<file path="src/rtl/sum_accumulator_pkg.sv">
// Shared types and constants for the sum accumulator slice.
// Contents:
//   SUM_W   - width of the adder sum word {s3,s2,s1,s0}
//   state_t - accumulator control states
package sum_accumulator_pkg;

   localparam int unsigned SUM_W = 4;

   typedef enum logic [1:0] {
      IDLE  = 2'd0,
      ACCUM = 2'd1,
      DONE  = 2'd2
   } state_t;

endpackage : sum_accumulator_pkg

</file>
<file path="src/rtl/sum_accumulator_if.sv">
// Control, input-handshake and result-handshake bundle of the sum accumulator.
// Ports (master = producer/consumer side, slave = accumulator):
//   start, sum_in, in_valid, out_ready                         master -> slave
//   in_ready, acc_out, out_valid, overflow, sample_cnt, busy   slave -> master
interface sum_accumulator_if
   import sum_accumulator_pkg::*;
#(
   parameter int unsigned ACC_W = 6,
   parameter int unsigned CNT_W = 4
);

   logic             start;
   logic [SUM_W-1:0] sum_in;
   logic             in_valid;
   logic             in_ready;
   logic [ACC_W-1:0] acc_out;
   logic             out_valid;
   logic             out_ready;
   logic             overflow;
   logic [CNT_W-1:0] sample_cnt;
   logic             busy;

   modport master (
      output start, sum_in, in_valid, out_ready,
      input  in_ready, acc_out, out_valid, overflow, sample_cnt, busy
   );

   modport slave (
      input  start, sum_in, in_valid, out_ready,
      output in_ready, acc_out, out_valid, overflow, sample_cnt, busy
   );

endinterface : sum_accumulator_if

</file>
<file path="src/rtl/sum_accumulator.sv">
// Accumulates N_SAMPLES adder sums per start pulse and offers the total
// on a valid/ready handshake, with a sticky carry-out flag.
// Ports:
//   clk    - rising-edge clock
//   rst_n  - asynchronous active-low reset
//   bus    - sum_accumulator_if slave: start, sum_in/in_valid/in_ready,
//            acc_out/out_valid/out_ready, overflow, sample_cnt, busy
// The interface instance must use CNT_W = $clog2(N_SAMPLES+1).
module sum_accumulator
   import sum_accumulator_pkg::*;
#(
   parameter int unsigned ACC_W     = 6,
   parameter int unsigned N_SAMPLES = 8
) (
   input  logic               clk,
   input  logic               rst_n,
   sum_accumulator_if.slave   bus
);

   localparam int unsigned CNT_W = $clog2(N_SAMPLES + 1);

   state_t         state;
   state_t         state_nxt;
   logic           xfer_c;
   logic           last_c;
   logic [ACC_W:0] sum_c;

   // Transfer decode and the ACC_W+1-bit add whose top bit is the carry-out
   always_comb begin
      xfer_c = (state == ACCUM) && bus.in_valid;
      last_c = xfer_c && (bus.sample_cnt == CNT_W'(N_SAMPLES - 1));
      sum_c  = {1'b0, bus.acc_out} + (ACC_W + 1)'(bus.sum_in);
   end

   // Next-state logic
   always_comb begin
      state_nxt = state;
      case (state)
         IDLE:    if (bus.start)     state_nxt = ACCUM;
         ACCUM:   if (last_c)        state_nxt = DONE;
         DONE:    if (bus.out_ready) state_nxt = IDLE;
         default:                    state_nxt = IDLE;
      endcase
   end

   // State register; handshake flags are registered copies of the next state
   always_ff @(posedge clk or negedge rst_n) begin
      if (!rst_n) begin
         state         <= IDLE;
         bus.in_ready  <= 1'b0;
         bus.out_valid <= 1'b0;
         bus.busy      <= 1'b0;
      end else begin
         state         <= state_nxt;
         bus.in_ready  <= (state_nxt == ACCUM);
         bus.out_valid <= (state_nxt == DONE);
         bus.busy      <= (state_nxt != IDLE);
      end
   end

   // Datapath: results of the previous run persist until the next start
   always_ff @(posedge clk or negedge rst_n) begin
      if (!rst_n) begin
         bus.acc_out    <= '0;
         bus.overflow   <= 1'b0;
         bus.sample_cnt <= '0;
      end else if ((state == IDLE) && bus.start) begin
         bus.acc_out    <= '0;
         bus.overflow   <= 1'b0;
         bus.sample_cnt <= '0;
      end else if (xfer_c) begin
         bus.acc_out    <= sum_c[ACC_W-1:0];
         bus.overflow   <= bus.overflow | sum_c[ACC_W];
         bus.sample_cnt <= bus.sample_cnt + CNT_W'(1);
      end
   end

endmodule : sum_accumulator

</file>
<file path="src/flat_wrapper.sv">
// flat-port wrapper written by rule: the top's interface ports become plain ports
module sum_accumulator_flat import sum_accumulator_pkg::*;
#(
   parameter int unsigned ACC_W     = 6,
   parameter int unsigned N_SAMPLES = 8
)
  (clk, rst_n, bus_start, bus_sum_in, bus_in_valid, bus_out_ready, bus_in_ready, bus_acc_out, bus_out_valid, bus_overflow, bus_sample_cnt, bus_busy);
  sum_accumulator_if #(.ACC_W(ACC_W), .CNT_W(($clog2((8) + 1)))) bus_i ();
  input  logic clk;
  input  logic rst_n;
  input wire logic [$bits(bus_i.start)-1:0] bus_start;
  input wire logic [$bits(bus_i.sum_in)-1:0] bus_sum_in;
  input wire logic [$bits(bus_i.in_valid)-1:0] bus_in_valid;
  input wire logic [$bits(bus_i.out_ready)-1:0] bus_out_ready;
  output wire logic [$bits(bus_i.in_ready)-1:0] bus_in_ready;
  output wire logic [$bits(bus_i.acc_out)-1:0] bus_acc_out;
  output wire logic [$bits(bus_i.out_valid)-1:0] bus_out_valid;
  output wire logic [$bits(bus_i.overflow)-1:0] bus_overflow;
  output wire logic [$bits(bus_i.sample_cnt)-1:0] bus_sample_cnt;
  output wire logic [$bits(bus_i.busy)-1:0] bus_busy;
  assign bus_i.start = bus_start;
  assign bus_i.sum_in = bus_sum_in;
  assign bus_i.in_valid = bus_in_valid;
  assign bus_i.out_ready = bus_out_ready;
  assign bus_in_ready = bus_i.in_ready;
  assign bus_acc_out = bus_i.acc_out;
  assign bus_out_valid = bus_i.out_valid;
  assign bus_overflow = bus_i.overflow;
  assign bus_sample_cnt = bus_i.sample_cnt;
  assign bus_busy = bus_i.busy;
  sum_accumulator #(.ACC_W(ACC_W), .N_SAMPLES(N_SAMPLES)) u_core (.clk(clk), .rst_n(rst_n), .bus(bus_i));
endmodule
</file>
<file path="config.mk">
export PLATFORM = sky130hd
export DESIGN_NAME = sum_accumulator_flat
export DESIGN_NICKNAME = d
export VERILOG_FILES = /design/src/rtl/sum_accumulator_pkg.sv /design/src/rtl/sum_accumulator_if.sv /design/src/rtl/sum_accumulator.sv /design/src/flat_wrapper.sv
export SDC_FILE = /design/constraint.sdc
export NUM_CORES = 1
export LEC_CHECK = 0
export CAP_MARGIN = 20
export CORE_UTILIZATION = 45
export CTS_CLUSTER_DIAMETER = 100
export CTS_CLUSTER_SIZE = 16
export DETAILED_ROUTE_END_ITERATION = 16
export MAX_ROUTING_LAYER = met4
export PLACE_DENSITY_LB_ADDON = 0.25
export SYNTH_ARGS = -nofsm -noshare
export SYNTH_HDL_FRONTEND = slang
export SYNTH_SLANG_ARGS = --single-unit
</file>
<file path="constraint.sdc">
create_clock -name clk -period 3.55 [get_ports clk]
set_input_delay 0.71 -clock clk [delete_from_list [all_inputs] [get_ports clk]]
set_output_delay 0.71 -clock clk [all_outputs]
set_load 0.01 [all_outputs]
</file>
# Word level (Yosys, flattened, before mapping)
# Cells that the tools add are included.
word_totals:
  register_bits: 16
  inputBits: 9
  output_inout_bits: 14
  word_cells: 31
classes:
  n_addsub: 2
  eq_ne: 5
  muxes: 10
  bitwise: 1
  n_reduce_logical: 6
ops:
  columns: ["op", "count"]
  rows:
  - ["$mux 6", 2]
  - ["$mux 4", 2]
  - ["$add 6x4->7", 1]
  - ["$mux 2", 3]
  - ["$pmux 2 s3", 1]
  - ["$add 4x1->4 const B", 1]
  - ["$eq 2x1->1 const B", 2]
  - ["$eq 2x2->1 const B", 2]
  - ["$eq 4x3->1 const B", 1]
  - ["$reduce_bool 2->1", 2]
  - ["$logic_and 1x1->1", 3]
  - ["$logic_not 2->1", 1]
  - ["$mux 1", 2]
  - ["$or 1x1->1", 1]

# Depth between registers and ports, before layout
# Gate-level depths: netlist of the first run.
depth:
  word_depth: 6
  depth_mapped: 6
  depth_no_buf: 6

# Least setup slack after synthesis of the first run
# OpenSTA, ideal clock, no wires.
synth_path:
  path_kind: "input -> register"
  startpoint: "input bus_sum_in[0]"
  endpoint: "register u_core.bus.acc_out[4]"
  setup_time_ps: 79
  arrival_ps: 1908
  t_required_ps: 3471
  slack_ps: 1563
  path_stages: 6
  n_path_buf: 0
  cell_sequence: "ha_1 inv_1 fa_1 nand2b_1 a211oi_1 mux2i_1"
synth_between:
  elab_chain_cells: 3
synth_lines:
  columns: ["element", "line_no", "text"]
  rows:
  - ["from (decl)", "flat_wrapper.sv:12", "input wire logic [$bits(bus_i.sum_in)-1:0] bus_sum_in;"]
  - ["$add 6x4->7", "sum_accumulator.sv:32", "sum_c = {1'b0, bus.acc_out} + (ACC_W + 1)'(bus.sum_in);"]
  - ["$mux 6", "sum_accumulator.sv:71", "end else if (xfer_c) begin"]
  - ["$mux 6", "sum_accumulator.sv:67", "end else if ((state == IDLE) && bus.start) begin"]
  - ["to (signal assigned)", "sum_accumulator.sv:72", "bus.acc_out <= sum_c[ACC_W-1:0];"]
  - ["to (decl)", "sum_accumulator_if.sv:30", "output in_ready, acc_out, out_valid, overflow, sample_cnt, busy"]
# Every way passes these cells. The select of a mux whose other input is x is not followed.
# A chain may end at the register's enable or synchronous reset.

# Worst setup path in the final report of the first run
# Ends and elaborated chain as after synthesis.

==> results of run 1 <==
==> placed cells by master (no fill, tap or decap), types with 2 or more instances in the layout <==
cell type / count
inv_1: 5
a211oi_1: 3
ha_1: 5
or3_1: 2
a21oi_1: 4
nor2_1: 4
nor2b_1: 2
o21ai_0: 2
o21bai_1: 2
mux2i_1: 2
clkdlybuf4s50_1: 22
a22o_1: 2
clkbuf_4: 3
a22oi_1: 2
nand2_1: 5
nand2b_1: 3
dfrtp_1: 16
==> registers in the layout, indices dropped and copies added, names as in the netlist <==
| signal | count |
|---|---|
| u_core.bus.acc_out | 6 |
| u_core.bus.sample_cnt | 4 |
| u_core.state | 2 |
| u_core.bus.busy | 1 |
| u_core.bus.in_ready | 1 |
| u_core.bus.out_valid | 1 |
| u_core.bus.overflow | 1 |
==> stage by stage <==
stage / setup slack [ns] / total power, mW / instance area (um2) / util / instances
finish: 1.28 / 0.952 / 1150 / 0.641 / 127
global route: 1.18 / 1.03 / 1150 / 0.641 / 127
CTS: 1.28 / 0.960 / 1150 / 0.641 / 127
detailed placement: 0.964 / 0.863 / 1130 / 0.628 / 124
global placement: 1.04 / 0.846 / 1130 / 0.628 / 124
floorplan: 1.56 / 0.662 / 900 / - / 79
==> worst register-to-register path: stages (launching register included) <==
cell and delay, ns:
dfrtp_1 0.38, ha_1 0.20, inv_1 0.06, fa_1 0.37
nand2b_1 0.21, a211oi_1 0.28, mux2i_1 0.22
==> worst paths after layout <==
kind | start | endpoint | slack, ns | cells after the start
worst max register to register | u_core.bus.acc_out[0] | u_core.bus.acc_out[4] | 1.76 | 6
worst min-delay path | u_core.bus.overflow | u_core.bus.overflow | 0.51 | 1
worst min register to register | u_core.bus.overflow | u_core.bus.overflow | 0.51 | 1
min in group asynchronous | rst_n | u_core.bus.acc_out[3] | 0.85 | 1
max in group asynchronous | rst_n | u_core.bus.acc_out[4] | 2.25 | 1
worst max-delay path | bus_sum_in[0] | u_core.bus.acc_out[4] | 1.28 | 7
==> layer usage <==
layer / routed length, um / share of wire
met5: 0 / 0
met4: 20 / 0.012
met3: 63 / 0.037
met2: 801 / 0.47
met1: 801 / 0.47
==> cell type report <==
| cell class | instances | area [um2] | area share |
|---|---|---|---|
| multi-input combinational | 56 | 462 | 0.400 |
| sequential | 16 | 400 | 0.347 |
| timing repair buffer | 22 | 220 | 0.191 |
| tap | 25 | 31.3 | 0.0271 |
| clock buffer | 3 | 22.5 | 0.0195 |
| inverter | 5 | 18.8 | 0.0163 |
==> logic make-up (layout without fill, tap and decap cells) <==
group           count (synthesis)  in the layout  synth area share
compound gates                 21             21             0.178
simple gates                   26             26             0.209
flops                          16             16             0.445
fa+ha+maj                       6              6            0.0918
mux                             3              3            0.0348
buf+inv                         7             30            0.0417
==> power breakdown <==
| group | internal [mW] | switching, mW |
|---|---|---|
| Sequential | 0.262 | 0.0860 |
| Combinational | 0.279 | 0.227 |
| Clock | 0.0395 | 0.0579 |
| Total | 0.581 | 0.371 |
==> summary.txt, run 1 <==
CTS
  – CTS tree: yes
  – TritonCTS Buffers: 3
  – Clock Latency Late Sink: 0.29 ns
  – Hold buffers post-CTS: 0
  – CTS Buffer Depth: 2
  – Reg clk slew, reported paths: 0.09 ns
  – Post-CTS Resized: 0
  – Htree depth: 1
  – Postcts setup bufs: 0
  – Root Driver: clkbuf_4
  – CTS sink count: 16

Logic synthesis
  – Syn Nets: 94
  – Seq/Total Area, Yosys: 0.445
  – Commonest cells in the netlist: dfrtp_1, ha_1, inv_1, nand2_1
  – Ys flop type: dfrtp_1
  – Post-synth top area cell: dfrtp_1
  – Ys async rst share: 1.00
  – Synthesis-stage register bit count: 16
  – Ranking of synthesized cells by area: dfrtp_1, ha_1, a211oi_1
  – Post-synth top area share: 0.445
  – YS warnings: 0
  – Post-synth EDFFs: 0
  – Synth cell types: 35
  – Synthesized cell area: 900 um2
  – Syn_area_per_cell: 11.4 um2
  – Cell count after synthesis: 79
  – Cell with the most instances after synthesis: dfrtp_1

Drt
  – Via/cell ratio: 5.27
  – Drt drc: 0
  – Vias: 669
  – Routed wire length: 1690 um
  – Antenna viol nets, final: 0
  – Wirelength per Cell: 13.3 um
  – Initial DRT Pass Iterations: 4
  – Initial DRC count: 9

Placed design
  – Routability cong.: 0.786
  – DP HPWL: 1270 um
  – IO Port Bufs: 22

Critical path
  – Crit path launch type: primary input
  – Sequence of cells on the critical path: clkdlybuf4s50_1 -> ha_1 -> inv_1 -> fa_1 -> nand2b_1 -> a211oi_1 -> mux2i_1
  – Crit. End Element: register
  – WS Path Type: in2reg
  – Slowest CP cell: clkdlybuf4s50_1
  – Slowest stage delay, CP: 0.46 ns
  – Buf/Inv on CP: 2
  – Max FO, Critical Path: 3
  – Worst EP arrival: 2.49 ns
  – CP delay by family, top: adder cells
  – Required @ worst endpoint: 3.76 ns

Cells and area
  – Antenna Cells: 0
  – Nets: 119
  – Layout cells sized above 1: 0.0882
  – Area grow syn2layout: 28.4%
  – Fill count: 156

STA
  – Setup violators final: 0
  – Setup TNS: 0 ns
  – Max Fclk: 0.440 GHz
  – Clk_skew: 0.00199 ns
  – Slew Limit Fails: 0
  – Crit share post-route: 0.641
  – Hold Vio Cnt, Final: 0
  – Crit path time final: 2.27 ns
  – Slew HR: 0.513
  – Unrepaired setup endpoints after global routing: no
  – Worst Max-Slew Pin Slew: 0.729 ns
  – Hold slack: 0.507 ns

Floorplan
  – Die height: 46.7 um
  – Die Width: 46.7 um
  – Site row count: 15
  – Io pins: 23
  – Initial Util: 0.499
  – Core ar.: 1800 um2
  – Die footprint: 2180 um2

Pwr
  – Worst IR Drop VDD: 0.405 mV
  – Leakage: 0.494 nW
  – PD cells: 824 nW/um2

Global route
  – Grt peak-use layer: met2
  – Largest net degree at the start of global routing: 17
  – Initial antenna violation count: 0
  – First-pass GRT wire length: 2650 um
  – Met3 Track Usage GR: 0.0353
  – GR Util met1: 0.230
  – Met2 usage: 0.289
  – GR Overflow Total: 0
  – Number of global-route vias before repair: 615
  – Total global-route track usage: 0.180

Worst hold path
  – Hold WC Path Type: reg2reg

Outcome
  – Status: finished clean

Flow run
  – Max Cap Viol: 0
(Power assumes the default switching activity.)
==> run 2, diff against run 1 <==
--- a/config.mk
+++ b/config.mk
@@ -6,7 +6,7 @@
 export NUM_CORES = 1
 export LEC_CHECK = 0
 export CAP_MARGIN = 20
-export CORE_UTILIZATION = 45
+export CORE_UTILIZATION = 42
 export CTS_CLUSTER_DIAMETER = 100
 export CTS_CLUSTER_SIZE = 16
 export DETAILED_ROUTE_END_ITERATION = 16
==> constraint.sdc (replaced) <==
create_clock -name clk -period 2 [get_ports clk]
set_input_delay 0.4 -clock clk [delete_from_list [all_inputs] [get_ports clk]]
set_output_delay 0.4 -clock clk [all_outputs]
set_load 0.01 [all_outputs]
==> summary.txt, run 2 (same netlist as run 1, synthesis figures left out) <==
Pwr
  – Clk pwr share: 0.122
  – Sequential Power Share: 0.347
  – Sw frac: 0.378
  – PD cells: 1460 nW/um2
  – Logic pwr share: 0.531
  – Leakage: 0.525 nW
  – Pint: 1.10 mW
  – Pwr Total: 1.77 mW
  – Worst IR Drop VDD: 0.793 mV
  – Psw: 668 uW

Floorplan
  – Die height: 48.3 um
  – Io pins: 23
  – Initial Util: 0.454
  – Site row count: 16
  – Die Width: 48.3 um
  – Core ar.: 1980 um2
  – Die footprint: 2330 um2

STA
  – Final WS setup: 0.160 ns
  – Slew Limit Fails: 0
  – Worst Max-Slew Pin Slew: 0.345 ns
  – Max Fclk: 0.543 GHz
  – Setup violators final: 0
  – Unrepaired setup endpoints after global routing: no
  – Hold Vio Cnt, Final: 0
  – Crit share post-route: 0.920
  – Crit path time final: 1.84 ns
  – Setup TNS: 0 ns
  – Clk_skew: 0.00686 ns
  – Slew HR: 0.770

Cells and area
  – Layout cells sized above 1: 0.142
  – Largest Register: u_core.bus.acc_out
  – Nets: 122
  – Largest register FFs: 6
  – Commonest non-fill, non-tap cell in the layout: clkdlybuf4s50_1
  – Area grow syn2layout: 34.1%
  – Antenna Cells: 0
  – Most frequent cells in the layout: clkdlybuf4s50_1, dfrtp_1, inv_1, nand2_1, ha_1
  – Regs by FF count: u_core.bus.acc_out (6), u_core.bus.sample_cnt (4), u_core.state (2)

Global route
  – Total global-route track usage: 0.177
  – First-pass GRT wire length: 2700 um
  – Initial antenna violation count: 0
  – Largest net degree at the start of global routing: 17
  – Number of global-route vias before repair: 648
  – GR Overflow Total: 0

Drt
  – Routed wire length: 1680 um
  – Wirelength per Cell: 12.6 um
  – Met2 WL: 831 um
  – Initial DRC count: 8
  – Met1 WL: 763 um
  – Highest routed layer: met3
  – Via/cell ratio: 5.33
  – Met3 WL post-DR: 88 um
  – Drt drc: 0
  – Initial DRT Pass Iterations: 4
  – Antenna viol nets, final: 0
  – Vias: 709

CTS
  – CTS sink count: 16
  – TritonCTS Buffers: 3
  – CTS tree: yes
  – Hold buffers post-CTS: 0
  – Root Driver: clkbuf_4
  – Postcts setup bufs: 0
  – Htree depth: 1
  – Clock Latency Late Sink: 0.29 ns
  – CTS Buffer Depth: 2
  – Reg clk slew, reported paths: 0.10 ns

Critical path
  – Worst EP arrival: 2.07 ns
  – WS Path Type: in2reg
  – Crit path launch type: primary input
  – Crit. End Element: register
  – FF-to-FF setup slack: 0.35 ns
  – Required @ worst endpoint: 2.23 ns
  – Max FO, Critical Path: 3

Flow run
  – Max Cap Viol: 0

Worst hold path
  – Hold WC Path Type: in2async

Placed design
  – Dpl ws: -0.228 ns
  – DP HPWL: 1260 um
  – IO Port Bufs: 22
  – Routability cong.: 0.845

Outcome
  – Status: finished clean
## run 2: worst paths after layout
path	startpoint	to	cells after the start
setup / recovery	bus_sum_in[0]	u_core.bus.overflow	7
hold / removal	rst_n	u_core.bus.acc_out[0]	2
setup reg to reg	u_core.bus.acc_out[0]	u_core.bus.overflow	6
hold reg to reg	u_core.bus.overflow	u_core.bus.overflow	1
max in group asynchronous	rst_n	u_core.bus.out_valid	2
min in group clk	u_core.bus.overflow	u_core.bus.overflow	1
## run 2: area by class of cell
type / count / area [um2]
Fill cell: 173 / 776
Multi-Input combinational cell: 56 / 474
Sequential cell: 16 / 400
Timing Repair Buffer: 25 / 243
Clock buffer: 4 / 36.3
Tap cell: 27 / 33.8
Inverter: 5 / 18.8
## run 2: timing repair
action                     CTS  global route
setup endpoints to repair    0             2
hold endpoints to repair     0             0
resized for setup            0             2
## run 2: worst max-delay path, stage by stage
cell	delay, ns
clkdlybuf4s50_1	0.47
ha_1	0.16
inv_1	0.05
fa_1	0.38
nand2b_4	0.17
a2111oi_2	0.29
o21ba_1	0.15
## run 2: layer usage
metal  track usage  vias up
met4        0.0500        0
li1              -      345
met3        0.0556        0
met5             -        -
met2         0.288       20
met1         0.210      344
## run 2: power by group through the flow
stage | registers [mW] | clock network (mW) | logic, mW
finish | 0.613 | 0.215 | 0.937
global route | 0.637 | 0.239 | 1.04
CTS | 0.613 | 0.227 | 0.925
detailed placement | 0.619 | 0 | 0.924
global placement | 0.615 | 0 | 0.908
floorplan | 0.637 | 0 | 0.538
## run 2: per-stage QoR
step,hold slack [ns],instance area (um2),util,instances
6_report,0.427,1210,0.609,133
5_1_grt,0.446,1210,0.609,133
4_1_cts,0.430,1190,0.602,133
3_5_place_dp,0.496,1160,0.584,129
3_3_place_gp,0.491,1160,0.584,129
2_1_floorplan,0.104,900,-,79
